==> config.mk <==
export PLATFORM = sky130hd
export DESIGN_NAME = sig_pass_queue
export DESIGN_NICKNAME = d
export VERILOG_FILES = /design/src/rtl/sig_pass_queue.sv
export SDC_FILE = /design/constraint.sdc
export NUM_CORES = 1
export LEC_CHECK = 0
export BUFFER_PORTS_ARGS = -buffer_cell sky130_fd_sc_hd__buf_2
export CELL_PAD_IN_SITES_DETAIL_PLACEMENT = 1
export CELL_PAD_IN_SITES_GLOBAL_PLACEMENT = 2
export CORE_AREA = 2 2 39 41
export DETAILED_ROUTE_END_ITERATION = 10
export DIE_AREA = 0 0 41 43
export PLACE_DENSITY = 0.56
export SETUP_SLACK_MARGIN = 0.02
export SYNTH_ARGS = -nofsm -noshare
export SYNTH_HDL_FRONTEND = slang
export SYNTH_SLANG_ARGS = --single-unit
==> constraint.sdc <==
create_clock -name clock -period 1.97 [get_ports clock]
set_input_delay 0.0985 -clock clock [delete_from_list [all_inputs] [get_ports clock]]
set_output_delay 0.0985 -clock clock [all_outputs]
set_load 0.01 [all_outputs]
==> src/rtl/sig_pass_queue.sv <==
// sig_pass_queue: circular-buffer FIFO with optional flow-through (FLOW) and
// pipelined enq_ready while full (PIPE). Full and empty are told apart with a
// maybe_full flag, so all DEPTH entries are usable and DEPTH may be any value >= 1.
module sig_pass_queue #(
  parameter int WIDTH = 1,
  parameter int DEPTH = 2,
  parameter int FLOW  = 0,
  parameter int PIPE  = 0
) (
  input  logic                           clock,
  input  logic                           reset,
  input  logic                           enq_valid,
  output logic                           enq_ready,
  input  logic [WIDTH-1:0]               enq_bits,
  output logic                           deq_valid,
  input  logic                           deq_ready,
  output logic [WIDTH-1:0]               deq_bits,
  output logic [$clog2(DEPTH+1)-1:0]     count
);

  localparam int CW = $clog2(DEPTH + 1);
  // A single-entry queue still needs a 1-bit pointer; it simply never leaves 0.
  localparam int PW = (DEPTH > 1) ? $clog2(DEPTH) : 1;

  logic [PW-1:0]    enq_ptr_q, enq_ptr_d;
  logic [PW-1:0]    deq_ptr_q, deq_ptr_d;
  logic             maybe_full_q, maybe_full_d;
  logic [WIDTH-1:0] mem_q [DEPTH];

  logic             ptr_match;
  logic             empty;
  logic             full;
  logic             do_enq;
  logic             do_deq;
  logic [31:0]      ptr_diff;

  // Advance a pointer by one, wrapping at DEPTH-1 (DEPTH need not be a power of two).
  function automatic logic [PW-1:0] ptr_inc(input logic [PW-1:0] p);
    return (p == PW'(DEPTH - 1)) ? '0 : p + PW'(1);
  endfunction

  // Status, handshake outputs and the internal fire strobes that move state.
  always_comb begin
    ptr_match = (enq_ptr_q == deq_ptr_q);
    empty     = ptr_match && !maybe_full_q;
    full      = ptr_match && maybe_full_q;
    enq_ready = !full || ((PIPE != 0) && deq_ready);
    deq_valid = !empty || ((FLOW != 0) && enq_valid);
    deq_bits  = mem_q[deq_ptr_q];
    do_enq    = enq_valid && enq_ready;
    do_deq    = deq_valid && deq_ready;
    // When flowing through an empty queue nothing is stored to dequeue; if the
    // consumer takes the payload this cycle it bypasses storage entirely.
    if ((FLOW != 0) && empty) begin
      deq_bits = enq_bits;
      do_deq   = 1'b0;
      if (deq_ready) begin
        do_enq = 1'b0;
      end
    end
  end

  // Pointer and maybe_full next-state; maybe_full only changes on an unbalanced cycle.
  always_comb begin
    enq_ptr_d    = enq_ptr_q;
    deq_ptr_d    = deq_ptr_q;
    maybe_full_d = maybe_full_q;
    if (do_enq) begin
      enq_ptr_d = ptr_inc(enq_ptr_q);
    end
    if (do_deq) begin
      deq_ptr_d = ptr_inc(deq_ptr_q);
    end
    if (do_enq != do_deq) begin
      maybe_full_d = do_enq;
    end
  end

  // Occupancy: pointer distance modulo DEPTH, with full/empty resolving the tie.
  always_comb begin
    ptr_diff = 32'(enq_ptr_q) + 32'(DEPTH) - 32'(deq_ptr_q);
    if (ptr_diff >= 32'(DEPTH)) begin
      ptr_diff = ptr_diff - 32'(DEPTH);
    end
    count = CW'(ptr_diff);
    if (full) begin
      count = CW'(DEPTH);
    end else if (empty) begin
      count = '0;
    end
  end

  // Control state register; reset discards all entries by clearing the pointers.
  always_ff @(posedge clock) begin
    if (reset) begin
      enq_ptr_q    <= '0;
      deq_ptr_q    <= '0;
      maybe_full_q <= 1'b0;
    end else begin
      enq_ptr_q    <= enq_ptr_d;
      deq_ptr_q    <= deq_ptr_d;
      maybe_full_q <= maybe_full_d;
    end
  end

  // Payload storage write port; contents are never reset, only invalidated.
  always_ff @(posedge clock) begin
    if (!reset && do_enq) begin
      mem_q[enq_ptr_q] <= enq_bits;
    end
  end

endmodule
# --- Word-level counts from Yosys, hierarchy flattened ---
# Memory sizes are Yosys's and may differ from the RTL's. A register that Yosys moved wholly into a read port is not among the register bits.
# Cells that the tools add are included.
word_totals:
  ff_bits: 3
  ramBits: 2
  output_inout_bits: 5
  n_memories: 1
memory_table:
  columns: ["name", "depth", "width", "rd", "rd_ports_with_merged_regs", "write_ports", "line", "text"]
  rows:
  - ["mem_q", 2, 1, 1, 1, 1, "28", "logic [WIDTH-1:0] mem_q [DEPTH];"]
classes:
  n_addsub: 5
  n_lt_le_gt_ge: 1
  eq_ne: 2
  mux: 9
  reduce_logical: 9
ops:
  columns: ["op", "count"]
  rows:
  - ["$ge A32 B2 Y1 const B", 1]
  - ["$mux W1", 6]
  - ["$mux W2", 3]
  - ["$logic_and A1 B1 Y1", 5]
  - ["$logic_not A1 Y1", 4]
  - ["$sub A3 B1 Y4", 1]
  - ["$add A1 B2 Y3 const B", 1]
  - ["$add A1 B1 Y1 const B", 2]
  - ["$sub A2 B2 Y2 const B", 1]
  - ["$eq A1 B1 Y1", 1]
  - ["$ne A1 B1 Y1", 1]

# --- Depth between registers and ports, before layout ---
depth:
  ltp_word: 7
  depth_mapped: 3
  mapped_depth_nobuf: 3

# --- Least setup slack after synthesis ---
# Ideal clock, no wire load.
synth_timing:
  path_kind: "register to register"
  startpoint: "reg maybe_full_q"
  endpoint: "mem mem_q[0], enable pin"
  setup_time_ps: 330
  t_arrival_ps: 702
  required_time_ps: 1640
  setup_slack_ps: 938
  path_stages_with_launch: 3
  n_path_buf: 0
  cell_sequence: "dfxtp_1 -> nor2b_1 -> nor4b_1"
synth_between:
  elab_chain_len: 6
synth_lines:
  columns: ["element", "line", "text"]
  rows:
  - ["start: declaration", "27", "logic maybe_full_q, maybe_full_d;"]
  - ["start signal: assignment", "102", "maybe_full_q <= maybe_full_d;"]
  - ["$logic_and A1 B1 Y1", "46", "full = ptr_match && maybe_full_q;"]
  - ["$logic_not A1 Y1", "47", "enq_ready = !full || ((PIPE != 0) && deq_ready);"]
  - ["$logic_and A1 B1 Y1", "50", "do_enq = enq_valid && enq_ready;"]
  - ["$logic_and A1 B1 Y1", "108", "if (!reset && do_enq) begin"]
  - ["$mux W1", "108", null]
  - ["$mux W1 (implied by the code)", "109", "mem_q[enq_ptr_q] <= enq_bits;"]
  - ["end: declaration", "28", null]
# Every way passes these cells.

# --- Final worst setup path ---
layout_timing:
  startpoint: "reg deq_ptr_q"
  endpoint: "out deq_valid"
layout_between:
  elab_chain_len: 3
layout_lines:
  columns: ["element", "line", "text"]
  rows:
  - ["start: declaration", "26", "logic [PW-1:0] deq_ptr_q, deq_ptr_d;"]
  - ["start signal: assignment", "101", "deq_ptr_q <= deq_ptr_d;"]
  - ["$eq A1 B1 Y1", "44", "ptr_match = (enq_ptr_q == deq_ptr_q);"]
  - ["$logic_and A1 B1 Y1", "45", "empty = ptr_match && !maybe_full_q;"]
  - ["$logic_not A1 Y1", "48", "deq_valid = !empty || ((FLOW != 0) && enq_valid);"]
  - ["end: declaration", "15", "output logic deq_valid,"]
# Every way passes these cells.

==> results by group <==
CTS
  • Clk pin slew, worst setup/hold paths: around 0.05 ns
  • Clock tree buffer depth: 2
  • Cts bufs inserted: 3
  • Post-CTS Resized: 0
  • Worst-skew pair later-pin latency: around 0.25 ns
  • Htree depth: 1
  • Clk sinks: 6
  • CTS tree: done
  • Root buffer cell: clkbuf_4
  • Hold-fix buffers, CTS: 0
  • Setup bufs post-CTS: 0

Synth
  • Cell taking the most area after synthesis: dfxtp_1
  • Post-synth top flop: dfxtp_1
  • Post-synthesis sequential area ratio: 0.4978
  • Syn Nets: 32
  • Top-count cell post-synth: dfxtp_1
  • Syn_area_per_cell: roughly 10 um^2
  • Synth top area share: 0.2844
  • Synth top area cells: dfxtp_1, edfxtp_1, a211oi_1, nand3b_1, mux2_2
  • Post-synth EDFFs: 2
  • Seq cells post-synth: 6
  • Post-Syn Area: about 280 um^2
  • Synthesized netlist cell count: 27
  • Netlist cell types: 18
  • Post-synth ARST share: 0
  • YS warnings: 0

Timing
  • Setup Total Neg Slack: 0 ns
  • Slew @ Worst Pin: approximately 0.35 ns
  • Clk_skew: roughly 0.0078 ns
  • Slew HR: 0.7636
  • RSZ-0062 raised after global routing: false
  • Fmax achieved: 726.2 MHz
  • Slew Limit Fails: 0
  • Fin. Hold Viols: 0
  • Final worst path period need: 1.377 ns
  • Final period utilization: 0.6990
  • Setup violators final: 0

Die
  • Die Ht: roughly 43 um
  • Core Region: 1384 um^2
  • FP Rows: 14
  • Initial Utilization: 0.2034
  • I/O pin total: 10
  • Horiz. Die Dim: approximately 40 um
  • Die Footprint: 1763 um^2

Job
  • Maxcap violations: 0

Power and ir drop
  • Total Power: between 0.3 and 0.4 mW
  • Leakage power: roughly 0.16 nW
  • Max rail drop VDD: roughly 0.26 mV
  • Pwr dens: approximately 900 nW/um^2

Detailed routing
  • Vias/cell: about 4.4
  • Via count: 244
  • DR DRC count: 0
  • Final WL: ~610 um
  • Initial DRC count: 0
  • Post-DR wirelength/cell: 11.16 um
  • Antenna-violating nets left: 0
  • Drt pass-1 iters: 1

Critical path
  • Startpoint types: flip-flop
  • CP max stage cell: dfxtp_1
  • Slowest stage delay, CP: 0.34 ns
  • Arr. time, crit path: roughly 1.3 ns
  • CP Cell Sequence: xnor2_1, or2b_1, buf_2
  • Critical Path RT: 1.87 ns
  • Critical path endpoint category: output port
  • Crit path kind: reg2out
  • CP max FO: 5

Outcome
  • Status: finished clean

Placement
  • DP Area: about 350 um^2
  • Global placement routability congestion: 0.6959
  • HPWL after DPL: approximately 450 um
  • Dpl cells: 52
  • Port Buffer Count: 9

Finish
  • Nets: between 40 and 50
  • Area delta synth->final: 31.11%
  • Share of cells above drive strength 1: 0.3590
  • Post-layout instance area: between 300 and 400 um^2
  • Antenna Cells: 0
  • Final-layout fill cell count: ~180
  • Post-Layout Cell Count: 55

Global route
  • First-pass GRT wire length: approximately 970 um
  • Grt total ovfl: 0
  • Antenna violations before repair: 0
  • Vias in the first global route: approximately 240
  • GRT Resource Usage Total: 0.08669
  • Pin count of the biggest net entering global routing: 9

Hold path
  • Hold crit path type: in2reg
-- area by class of cell --
cell class	count	area, um^2	share of cell area
Sequential cell	6	140.1	0.3797
Multi-Input combinational cell	19	133.9	0.3627
Timing Repair Buffer	9	45.04	0.1220
Clock buffer	3	22.52	0.06102
Tap cell	16	20.02	0.05424
Inverter	2	7.507	0.02034
-- stage by stage --
| step | setup slack, ns | utilization | hold slack, ns |
|---|---|---|---|
| after floorplan | 0.9375 | - | 0.1679 |
| after detailed placement | 0.8521 | 0.2505 | 0.2993 |
| after CTS | 0.5724 | 0.2667 | 0.03271 |
| final | 0.5930 | 0.2667 | 0.03872 |
| after global placement | 0.8662 | 0.2505 | 0.2911 |
| after global routing | 0.5052 | 0.2667 | 0.03842 |
-- power by group --
group          total [mW]  switching (mW)  internal [mW]  leakage (nW)
Combinational      0.0650          0.0326         0.0324        0.0913
Clock               0.120          0.0510         0.0694        0.0138
Sequential          0.147         0.00955          0.138        0.0516
-- final timing paths --
path                             startpoint                      to  slack, ns  depth (start not counted)
hold reg to reg      enq_ptr_q$_SDFFE_PP0P_  enq_ptr_q$_SDFFE_PP0P_       0.57                          2
setup reg to reg  maybe_full_q$_SDFFE_PP0P_      mem_q[0]$_DFFE_PP_       0.79                          2
setup / recovery     deq_ptr_q$_SDFFE_PP0P_               deq_valid       0.59                          3
hold / removal                     enq_bits      mem_q[0]$_DFFE_PP_       0.04                          1
-- placed cells by master (no fill, tap or decap), types with 2 or more instances in the layout --
cell	instances
a211oi_1	2
nor2_1	2
edfxtp_1	2
inv_1	2
buf_2	9
nand2_1	2
dfxtp_1	4
nand3b_1	2
clkbuf_4	3
-- logic make-up (layout without fill, tap and decap cells) --
family	count (synthesis)	in the layout	share of synthesized area
AOI/OAI and AO/OA	5	5	0.1333
xor gates and xnor gates	1	1	0.03112
buffers and inverters	2	14	0.02668
DFF	6	6	0.4978
muxes	1	1	0.04000
and+or+nand+nor	12	12	0.2712
-- per-layer routing --
metal / share of wire / global-route usage / up-vias
li1: - / - / 123
met1: 0.45 / 0.08795 / 111
met2: 0.45 / 0.1281 / 8
met3: 0.085 / 0.03141 / 2
met4: 0.013 / 0.08000 / 0
met5: 0 / 0 / -
-- worst max-delay path: cells and delay by family, from the launching register on --
kind | cells | cell delay (ns)
and+or+nand+nor | 1 | 0.25
DFF | 1 | 0.34
buffers and inverters | 1 | 0.13
xor gates and xnor gates | 1 | 0.30
Note: power is estimated with default switching activity, not from simulation.
